## src/rtl/barrel_shift_sequencer.sv

```systemverilog
// Registered valid/ready wrapper around a combinational 8-bit barrel shifter.
// Loads jobs onto the shifter, waits one cycle, captures and holds the result.
module barrel_shift_sequencer #(
    parameter int WIDTH = 8,
    parameter int AMT_W = 3,
    parameter int CNT_W = 16
) (
    input  logic             clk,
    input  logic             rst_n,
    input  logic             in_valid,
    output logic             in_ready,
    input  logic [WIDTH-1:0] in_data,
    input  logic [AMT_W-1:0] in_amt,
    output logic [WIDTH-1:0] sh_data,
    output logic [AMT_W-1:0] sh_amt,
    input  logic [WIDTH-1:0] sh_result,
    output logic             out_valid,
    input  logic             out_ready,
    output logic [WIDTH-1:0] out_data,
    output logic [AMT_W-1:0] out_amt,
    output logic             busy,
    output logic [CNT_W-1:0] op_count
);

    typedef enum logic [1:0] {
        IDLE = 2'd0,
        EVAL = 2'd1,
        OUT  = 2'd2
    } state_t;

    state_t state;
    state_t state_nxt;

    logic accept;
    logic drain;
    logic capture;

    // Draining a result frees the slot in the same cycle for a new job.
    assign drain    = (state == OUT) & out_valid & out_ready;
    assign in_ready = rst_n & ((state == IDLE) | ((state == OUT) & out_ready));
    assign accept   = in_valid & in_ready;
    assign capture  = (state == EVAL);
    assign busy     = (state != IDLE);

    always_comb begin
        state_nxt = state;
        unique case (1'b1)
            (state == IDLE): begin
                if (accept)
                    state_nxt = EVAL;
            end
            (state == EVAL): begin
                state_nxt = OUT;
            end
            (state == OUT): begin
                if (drain)
                    state_nxt = accept ? EVAL : IDLE;
            end
            default: begin
                state_nxt = IDLE;
            end
        endcase
    end

    always_ff @(posedge clk or negedge rst_n) begin
        if (!rst_n)
            state <= IDLE;
        else
            state <= state_nxt;
    end

    always_ff @(posedge clk or negedge rst_n) begin
        if (!rst_n) begin
            sh_data <= '0;
            sh_amt  <= '0;
        end else if (accept) begin
            sh_data <= in_data;
            sh_amt  <= in_amt;
        end
    end

    always_ff @(posedge clk or negedge rst_n) begin
        if (!rst_n) begin
            out_data  <= '0;
            out_amt   <= '0;
            out_valid <= 1'b0;
        end else if (capture) begin
            out_data  <= sh_result;
            out_amt   <= sh_amt;
            out_valid <= 1'b1;
        end else if (drain) begin
            out_valid <= 1'b0;
        end
    end

    always_ff @(posedge clk or negedge rst_n) begin
        if (!rst_n)
            op_count <= '0;
        else if (drain)
            op_count <= op_count + 1'b1;
    end

endmodule

```

## config.mk

```make
export PLATFORM = sky130hd
export DESIGN_NAME = barrel_shift_sequencer
export DESIGN_NICKNAME = d
export VERILOG_FILES = /design/src/rtl/barrel_shift_sequencer.sv
export SDC_FILE = /design/constraint.sdc
export NUM_CORES = 1
export LEC_CHECK = 0
export ABC_AREA = 1
export CORE_UTILIZATION = 40
export DETAILED_ROUTE_END_ITERATION = 12
export GPL_TIMING_DRIVEN = 0
export PLACE_DENSITY = 0.75
export SLEW_MARGIN = 20
export SYNTH_ARGS = -nofsm -noshare
export SYNTH_HDL_FRONTEND = slang
export SYNTH_SLANG_ARGS = --single-unit
```

## constraint.sdc

```tcl
create_clock -name clk -period 1.28 [get_ports clk]
set_clock_uncertainty 0.1 [all_clocks]
set_input_delay 0.256 -clock clk [delete_from_list [all_inputs] [get_ports clk]]
set_output_delay 0.256 -clock clk [all_outputs]
set_load 0.005 [all_outputs]
```

======== Word level (Yosys, flattened, before mapping) ========
Cells that the tools add are included.
storage, ports and cells
  flip-flop bits (word level) ............. 41
  input bits .............................. 23
  output and inout bits ................... 41
  word-level logic and storage cells ...... 28
cells by class
  add/sub/neg operators ................... 1
  equal/unequal tests ..................... 4
  multiplexer cells ....................... 6
  bitwise gates (word level) .............. 6
  reduce and logical (&&, ||, !) cells .... 4
operators by type and width
  operator                                       number
  adder 16 x 1 -> 16 bit, second input constant  1
  case mux 2 bit (3 select lines)                1
  AND 1 bit                                      5
  two-way mux 2 bit                              2
  inequality test 2 bit, second input constant   2
  nonzero test 2 bit                             2
  two-way mux 1 bit                              3
  == test 2 x 1 -> 1 bit, second input constant  1
  == test 2 bit, second input constant           1
  logical NOT 2 bit                              1
  AND reduction 2 bit                            1
  OR 1 bit                                       1

======== Logic depth before layout (Yosys ltp) ========
Gate-level depths: netlist (run 1).
  depth in word-level cells ............... 8
  depth in mapped cells ................... 8

======== Worst setup path before layout (run 1) ========
OpenSTA, ideal clock, no wires.
  path type ............................... register to register
  from .................................... register state[0]
  to ...................................... register op_count[9]
  setup time .............................. 0.122 ns
  data arrival time ....................... 1.150 ns
  required time ........................... 1.058 ns
  path slack .............................. -0.091 ns
  cell stages (with the launch flop) ...... 6
  path buffers ............................ 0
  path through ............................ dfrtp_1 > inv_1 > nand4_4 > nor2_1 > nand2_1 > xor2_1
on the way
  cells in the longest elaborated chain, start to end .. 3
ends and longest elaborated chain
  item                    RTL line  text
  start, declared         31        state_t state;
  start signal, assigned  69        state <= state_nxt;
  == test 2 bit           39        assign drain = (state == OUT) & out_valid & out_ready;
  AND 1 bit (2 in a row)  39
  end signal, assigned    100       op_count <= op_count + 1'b1;
  end, declared           22        output logic [CNT_W-1:0] op_count
Every way passes these cells.
A chain may end at the register's enable or synchronous reset.

======== Worst setup path in the final report (run 1) ========
  from .................................... register state[0]
  to ...................................... output in_ready
on the way
  cells in the longest elaborated chain, start to end .. 4
  elaborated cells between the ends (all ways) .. 5
  those cells by class .................... 1 x eq/ne; 3 x bitwise; 1 x reduce/logical
ends and longest elaborated chain
  item           RTL line  text
  == test 2 bit  40        assign in_ready = rst_n & ((state == IDLE) | ((state == OUT) & out_ready));
  AND 1 bit      40
  OR 1 bit (*)   40
  AND 1 bit (*)  40
  end, declared  11        output logic in_ready,
Mark *: on every way between the ends. The rest lies on a longest branch, timed or not.

==> key figures, run 1 <==
Route
  • Post-route ant nets: 0
  • Via/cell ratio: 4.69
  • Drt pass-1 iters: 4
  • Initial DRC count: 52
  • DR vias: 1622
  • # DRC: 0
  • Final WL: 4360 um
  • DR WL/cell: 12.6 um

Yosys
  • Syn Nets: 204
  • Synth Area per Inst: 10.1 um^2
  • Sequential share of the synthesized area: 0.566
  • Netlist Area Pre-Place: 1810 um^2
  • Post-Synth Simple-Gate Area: 0.239
  • Yosys cell types: 21
  • #FFs+latches synth: 41
  • Xor/xnor share of the synthesized area: 0.0532
  • Synth Area in Compound Gates: 0.0152
  • Multiplexer share of the synthesized area: 0.0684
  • Mapped Cells: 180
  • Warnings, synthesis: 0
  • Area share of fa/ha/maj cells after synthesis: 0.00691
  • Largest family of logic cells by synthesized area: simple AND/OR/NAND/NOR gates

Die
  • CORE AREA: 4350 um^2
  • Die ar.: 4800 um^2
  • Site Rows: 24
  • DIE HEIGHT: 69.3 um
  • Die Wd: 69.3 um
  • IO Count: 64
  • Starting density of the core: 0.416

Clock network
  • CTS Buffer Depth: 2
  • Number of CTS-inserted buffers: 5
  • Cts hold-fix bufs: 1
  • Worst skew pair latency: 290 ps
  • CTS H-tree lvls: 2
  • Clock transition at path regs: 80 ps
  • CTS sink count: 41
  • CTS tree: built
  • Clk root buf: clkbuf_8

Cells and area
  • Fin cells: 346
  • Ant. Diodes: 0
  • Final nets: 318
  • Layout cells sized above 1: 0.412
  • Area grow syn2layout: 67.2%

Outcome
  • Status: complete, but fails checks
  • Failing checks: hold timing, setup timing

Global routing
  • Pin count of the biggest net entering global routing: 33
  • First-pass GRT wire length: 7290 um
  • Initial antenna violation count: 0
  • Grt ovf: 0
  • Vias in the first global route: 1696
  • GRT Total Usage: 0.193

Timing
  • Actual slew at the worst max-slew pin: 464 ps
  • Final Max Slew Viols: 0
  • RSZ-0062 raised after global routing: yes
  • Fin. Hold Viols: 31
  • Hold Worst Slack: -182 ps
  • Crit share post-route: 1.26
  • Setup tns final: -5570 ps
  • Slew HR: 0.690
  • Final WS setup: -337 ps
  • FMAX: 0.619 GHz
  • Minimum clock period: 1620 ps
  • Endpoints failing setup: 40

Pwr
  • Worst vdd ir: 1.06 mV
  • Cell Pwr Density: 1750 nW/um^2
  • Post-layout power: 0.00529 W
  • P_leak: 1.54 nW

Critical path
  • Critical Path Max Stage Delay: 430 ps
  • CP endpoint kind: primary output
  • Critical Path Most Common Cell: buf_6
  • CP Data Arrival Time: 1260 ps
  • CP Launch Point: state[0]
  • Kind of critical path: reg2out
  • R2r startpoint: state[0]
  • Crit path max-delay cell type: dfrtp_1
  • Critical path, cell by cell: nor2_4 -> nand2_2 -> a21boi_4 -> buf_6 -> buf_6
  • Worst Path Required: 920 ps
  • Worst Path Buf+Inv: 2
  • Crit path max-delay family: flip-flops
  • Startpoint types: flop
  • Crit-path max FO: 3

Placed design
  • IO Port Bufs: 63
  • Placed Instances: 296
  • Place WS: -899 ps
  • Post-DP HPWL: 2690 um
  • GPL Wtd Cong: 0.781

Hold path
  • Hold Crit Class: in2async

Run
  • # Max-Cap Violations: 0
==> report_power, final <==
group / switching [W] / total (W) / internal, W
Sequential: 0.000239 / 0.00197 / 0.00173
Clock: 0.000441 / 0.00101 / 0.000567
Combinational: 0.000947 / 0.00232 / 0.00137
==> metal layers <==
metal	global-route usage	share of wire
met1	0.225	0.40
met2	0.320	0.50
met3	0.0814	0.078
met4	0.0612	0.014
met5	0	0
==> final cells by class <==
class,count,area (um^2)
Timing Repair Buffer,107,931
Sequential cell,41,1030
Tap cell,52,65.1
Fill cell,337,1330
Clock buffer,5,68.8
Buffer,4,38.8
Inverter,16,62.6
Multi-Input combinational cell,119,802
Clock inverter,2,35.0
==> final timing paths <==
| kind | cells past startpoint | slack [ps] | to |
|---|---|---|---|
| max | 5 | -340 | in_ready |
| min | 2 | -180 | op_count[2] |
| max reg2reg | 9 | -230 | sh_data[7] |
| min reg2reg | 2 | 380 | sh_data[2] |
| max in group asynchronous | 2 | 370 | op_count[12] |
| min in group clk | 2 | 380 | sh_data[2] |
==> cells in the final DEF (no fill, tap or decap), types with 2 or more instances in the layout <==
master,n
clkbuf_8,5
buf_6,20
dfrtp_1,41
nand4_1,4
nand2_1,45
xor2_1,9
mux2_2,11
nor3_1,3
nand2_2,11
nand3_1,12
nor2_1,4
nor2_4,7
inv_1,13
inv_2,2
clkbuf_2,17
clkdlybuf4s50_1,20
nand2_4,2
buf_2,4
clkdlybuf4s15_1,19
nand3_2,3
buf_4,28
==> cells in the mapped netlist <==
library cell  instances  area [um^2]
nand4_4               1         21.3
nand4_1               4         25.0
inv_1                15         56.3
mux2_2               11          124
a21boi_4              1         18.8
buf_6                 2         22.5
nand2_4               1         11.3
inv_2                 1         3.75
nor2_4                2         22.5
nand3_1              15         75.1
xor2_1               10         87.6
nor2_1                8         30.0
ha_1                  1         12.5
dfrtp_1              41         1030
nand2_1              56          210
nor2_2                1         6.26
xnor2_1               1         8.76
nand2_2               1         6.26
nor3_1                5         25.0
buf_2                 2         10.0
a21oi_2               1         8.76
==> metrics by stage <==
stage | utilization | area, um^2 | hold WS (ps)
finish | 0.696 | 3030 | -182
global route | 0.696 | 3030 | -172
CTS | 0.684 | 2980 | -174
detailed placement | 0.582 | 2540 | 49.7
global placement | 0.579 | 2520 | 354
floorplan | - | 1830 | -140
==> what timing repair did <==
item / 4_1_cts / 5_1_grt
hold endpoints to repair: 10 / 31
setup endpoints to repair: 74 / 59
pin swaps: 9 / 10
gates resized for setup: 113 / 42
setup buffers: 36 / 7
gates cloned: 0 / 0
==> cells by family (layout without fill, tap and decap cells) <==
| group | count (synthesis) | after routing |
|---|---|---|
| muxes | 11 | 11 |
| DFF | 41 | 41 |
| and+or+nand+nor | 94 | 94 |
| buffers and inverters | 20 | 134 |
| adders and majority gates | 1 | 1 |
| AOI/OAI and AO/OA | 2 | 2 |
| xor gates and xnor gates | 11 | 11 |
==> flip-flops by register name, indices dropped and copies added, names as in the netlist <==
| signal | count |
|---|---|
| op_count | 16 |
| out_amt | 3 |
| out_data | 8 |
| out_valid | 1 |
| sh_amt | 3 |
| sh_data | 8 |
| state | 2 |
No activity file was read; power rests on OpenSTA's default activity.
==> run 2, diff against run 1 <==
--- a/config.mk
+++ b/config.mk
@@ -6,10 +6,11 @@
 export NUM_CORES = 1
 export LEC_CHECK = 0
 export ABC_AREA = 1
-export CORE_UTILIZATION = 40
+export CAP_MARGIN = 20
+export CORE_UTILIZATION = 48
 export DETAILED_ROUTE_END_ITERATION = 12
 export GPL_TIMING_DRIVEN = 0
-export PLACE_DENSITY = 0.75
+export PLACE_DENSITY = 0.85
 export SLEW_MARGIN = 20
 export SYNTH_ARGS = -nofsm -noshare
 export SYNTH_HDL_FRONTEND = slang
==> constraint.sdc (replaced) <==
create_clock -name clk -period 2.1 [get_ports clk]
set_clock_uncertainty 0.1 [all_clocks]
set_input_delay 0.42 -clock clk [delete_from_list [all_inputs] [get_ports clk]]
set_output_delay 0.42 -clock clk [all_outputs]
set_load 0.005 [all_outputs]
==> run 2 against run 1 <==
The flow now finishes without violations. Via count shrank 7.7%. Hold slack better by 230 ps. Flip-flop and latch count unchanged. Combinational power fell by 50%.
==> key figures, run 2 (synthesized netlist as in run 1, its figures left out) <==
Outcome
  • Status: completed (was complete, but fails checks)

Route
  • # DRC: 0 (unchanged)
  • Drt pass-1 iters: 4 (unchanged)
  • Post-route ant nets: 0 (unchanged)
  • DR WL/cell: 12.6 um (about the same)
  • Final WL: 3830 um (was 4360 um)
  • Initial DRC count: 83 (was 52)
  • DR vias: 1497 (was 1622)
  • Via/cell ratio: 4.92 (was 4.69)

Pwr
  • Sequential share of power: 0.406 (was 0.372)
  • Switching Power: 0.000868 W (was 0.00163 W)
  • Cell Pwr Density: 1130 nW/um^2 (was 1750 nW/um^2)
  • Worst vdd ir: 0.856 mV (was 1.06 mV)
  • Switching fraction of total power: 0.285 (was 0.307)
  • Internal power: 0.00218 W (was 0.00367 W)
  • Combinational Power Share: 0.382 (was 0.438)
  • P_leak: 1.29 nW (was 1.54 nW)
  • Post-layout power: 0.00305 W (was 0.00529 W)
  • Clk pwr share: 0.212 (was 0.190)

Cells and area
  • Fin cells: 304 (was 346)
  • Top flop regs: op_count x16, out_data x8, sh_data x8 (unchanged)
  • Ant. Diodes: 0 (unchanged)
  • Largest register FFs: 16 (unchanged)
  • Layout cells sized above 1: 0.151 (was 0.412)
  • Area grow syn2layout: 48.7% (was 67.2%)
  • Top reg by flops: op_count (unchanged)
  • Most frequent cells in the layout: clkdlybuf4s50_1 (60), nand2_1 (55), dfrtp_1 (41) (was nand2_1 (45), dfrtp_1 (41), buf_4 (28))
  • Most common cell after layout, fill and taps aside: clkdlybuf4s50_1 (was nand2_1)
  • Final nets: 281 (was 318)
  • Post-layout util: 0.777 (was 0.696)
  • Layout fillers: 242 (was 337)

Die
  • IO Count: 64 (unchanged)
  • Starting density of the core: 0.522 (was 0.416)
  • CORE AREA: 3470 um^2 (was 4350 um^2)
  • DIE HEIGHT: 63.4 um (was 69.3 um)
  • Die ar.: 4020 um^2 (was 4800 um^2)
  • Site Rows: 21 (was 24)
  • Die Wd: 63.4 um (was 69.3 um)

Global routing
  • Grt ovf: 0 (unchanged)
  • GRT Total Usage: 0.217 (was 0.193)
  • Pin count of the biggest net entering global routing: 30 (was 33)
  • First-pass GRT wire length: 6660 um (was 7290 um)
  • Vias in the first global route: 1547 (was 1696)
  • Initial antenna violation count: 0 (unchanged)

Timing
  • Final Max Slew Viols: 0 (unchanged)
  • Minimum clock period: 2010 ps
  • Setup tns final: 0 ps (was -5570 ps)
  • Crit share post-route: 0.958
  • Slew HR: 0.652 (was 0.690)
  • RSZ-0062 raised after global routing: no (was yes)
  • Fin. Hold Viols: 0 (was 31)
  • Actual slew at the worst max-slew pin: 521 ps (was 464 ps)
  • FMAX: 0.497 GHz
  • Endpoints failing setup: 0 (was 40)

Critical path
  • Startpoint types: flop (unchanged)
  • Kind of critical path: reg2out (unchanged)
  • Worst Path Required: 1580 ps (was 920 ps)
  • Crit path max-delay cell type: dfrtp_1 (unchanged)
  • Critical Path Max Stage Delay: 410 ps (was 430 ps)
  • CP Data Arrival Time: 1490 ps (was 1260 ps)
  • Crit-path max FO: 3 (unchanged)
  • CP endpoint kind: primary output (unchanged)
  • Critical path, cell by cell: inv_2 -> nor2_4 -> nand2_2 -> a21boi_4 -> buf_6 -> dlygate4sd2_1 (was nor2_4 -> nand2_2 -> a21boi_4 -> buf_6 -> buf_6)

Placed design
  • GPL Wtd Cong: 0.828 (was 0.781)
  • IO Port Bufs: 63 (unchanged)
  • Placed Instances: 290 (was 296)
  • Post-DP HPWL: 2600 um (was 2690 um)

Clock network
  • CTS Buffer Depth: 2 (unchanged)
  • CTS tree: built (unchanged)
  • Clk root buf: clkbuf_8 (unchanged)
  • Number of CTS-inserted buffers: 5 (unchanged)
  • Clock transition at path regs: 80 ps (about the same)
  • CTS H-tree lvls: 2 (unchanged)
  • CTS sink count: 41 (unchanged)
  • Worst skew pair latency: 290 ps (about the same)

Run
  • # Max-Cap Violations: 0 (unchanged)

Hold path
  • Hold Crit Class: in2async (unchanged)
## run 2: layout make-up
cell class	count	area [um^2]	share of cell area
clock buffer	7	86.3	0.0320
inverter	16	60.1	0.0223
clock inverter	1	30.0	0.0111
timing repair buffer	70	706	0.262
tap	46	57.6	0.0214
sequential	41	1030	0.381
multi-input combinational	119	696	0.258
buffer	4	32.5	0.0121
## run 2: metal layers
metal / vias to the layer above / GRT usage / share of wire
met2: 65 / 0.354 / 0.49
met4: 0 / 0.0767 / 0.011
met5: - / 0 / 0
met3: 8 / 0.0888 / 0.075
met1: 699 / 0.257 / 0.42
li1: 725 / - / -
## run 2: timing repair
action	in CTS	in global routing
hold endpoints to repair	12	0
gates resized for setup	3	1
buffers inserted	4	0
hold buffers	2	0
endpoints found under the setup margin	1	1
pin swaps	2	0
gates cloned	0	0
## run 2: power by group through the flow
| stage | Sequential (W) | Clock [W] | Combinational [W] |
|---|---|---|---|
| global placement | 0.00124 | 0 | 0.00109 |
| finish | 0.00124 | 0.000646 | 0.00116 |
| detailed placement | 0.00124 | 0 | 0.00111 |
| floorplan | 0.00125 | 0 | 0.000418 |
| global route | 0.00127 | 0.000701 | 0.00127 |
| CTS | 0.00124 | 0.000664 | 0.00117 |
## run 2: path summary, 6_finish.rpt
check,depth (start not counted),slack [ps],startpoint,endpoint
worst max-delay path,6,90,state[1],in_ready
worst min-delay path,3,50,rst_n,op_count[8]
worst max register to register,9,540,state[1],sh_data[5]
worst min register to register,2,380,sh_data[6],sh_data[6]
max in group asynchronous,2,1000,rst_n,op_count[3]
min in group clk,2,380,sh_data[6],sh_data[6]
## run 2: critical path, delay by kind of cell (launching register included)
kind            cells  cell delay, ps
buf+inv             3             420
flops               1             410
simple gates        2             200
compound gates      1             170
## run 2: per-stage QoR
stage          worst slack (ps)  hold slack, ps  instance area, um^2
3_5_place_dp               -356             225                 2510
4_1_cts                    63.8            52.5                 2690
2_1_floorplan               580            24.4                 1810
3_3_place_gp              -1760             356                 2500
6_report                   87.4            52.8                 2690
5_1_grt                    13.7            56.6                 2690
==> run 3, diff against run 2 <==
--- a/config.mk
+++ b/config.mk
@@ -8,6 +8,7 @@
 export ABC_AREA = 1
 export CAP_MARGIN = 20
 export CORE_UTILIZATION = 48
+export CTS_CLUSTER_DIAMETER = 40
 export DETAILED_ROUTE_END_ITERATION = 12
 export GPL_TIMING_DRIVEN = 0
 export PLACE_DENSITY = 0.85
@@ -15,3 +16,4 @@
 export SYNTH_ARGS = -nofsm -noshare
 export SYNTH_HDL_FRONTEND = slang
 export SYNTH_SLANG_ARGS = --single-unit
+export TNS_END_PERCENT = 30
==> results of run 3 <==
No change in the layout: final DEF, timing and power equal those of run 2.
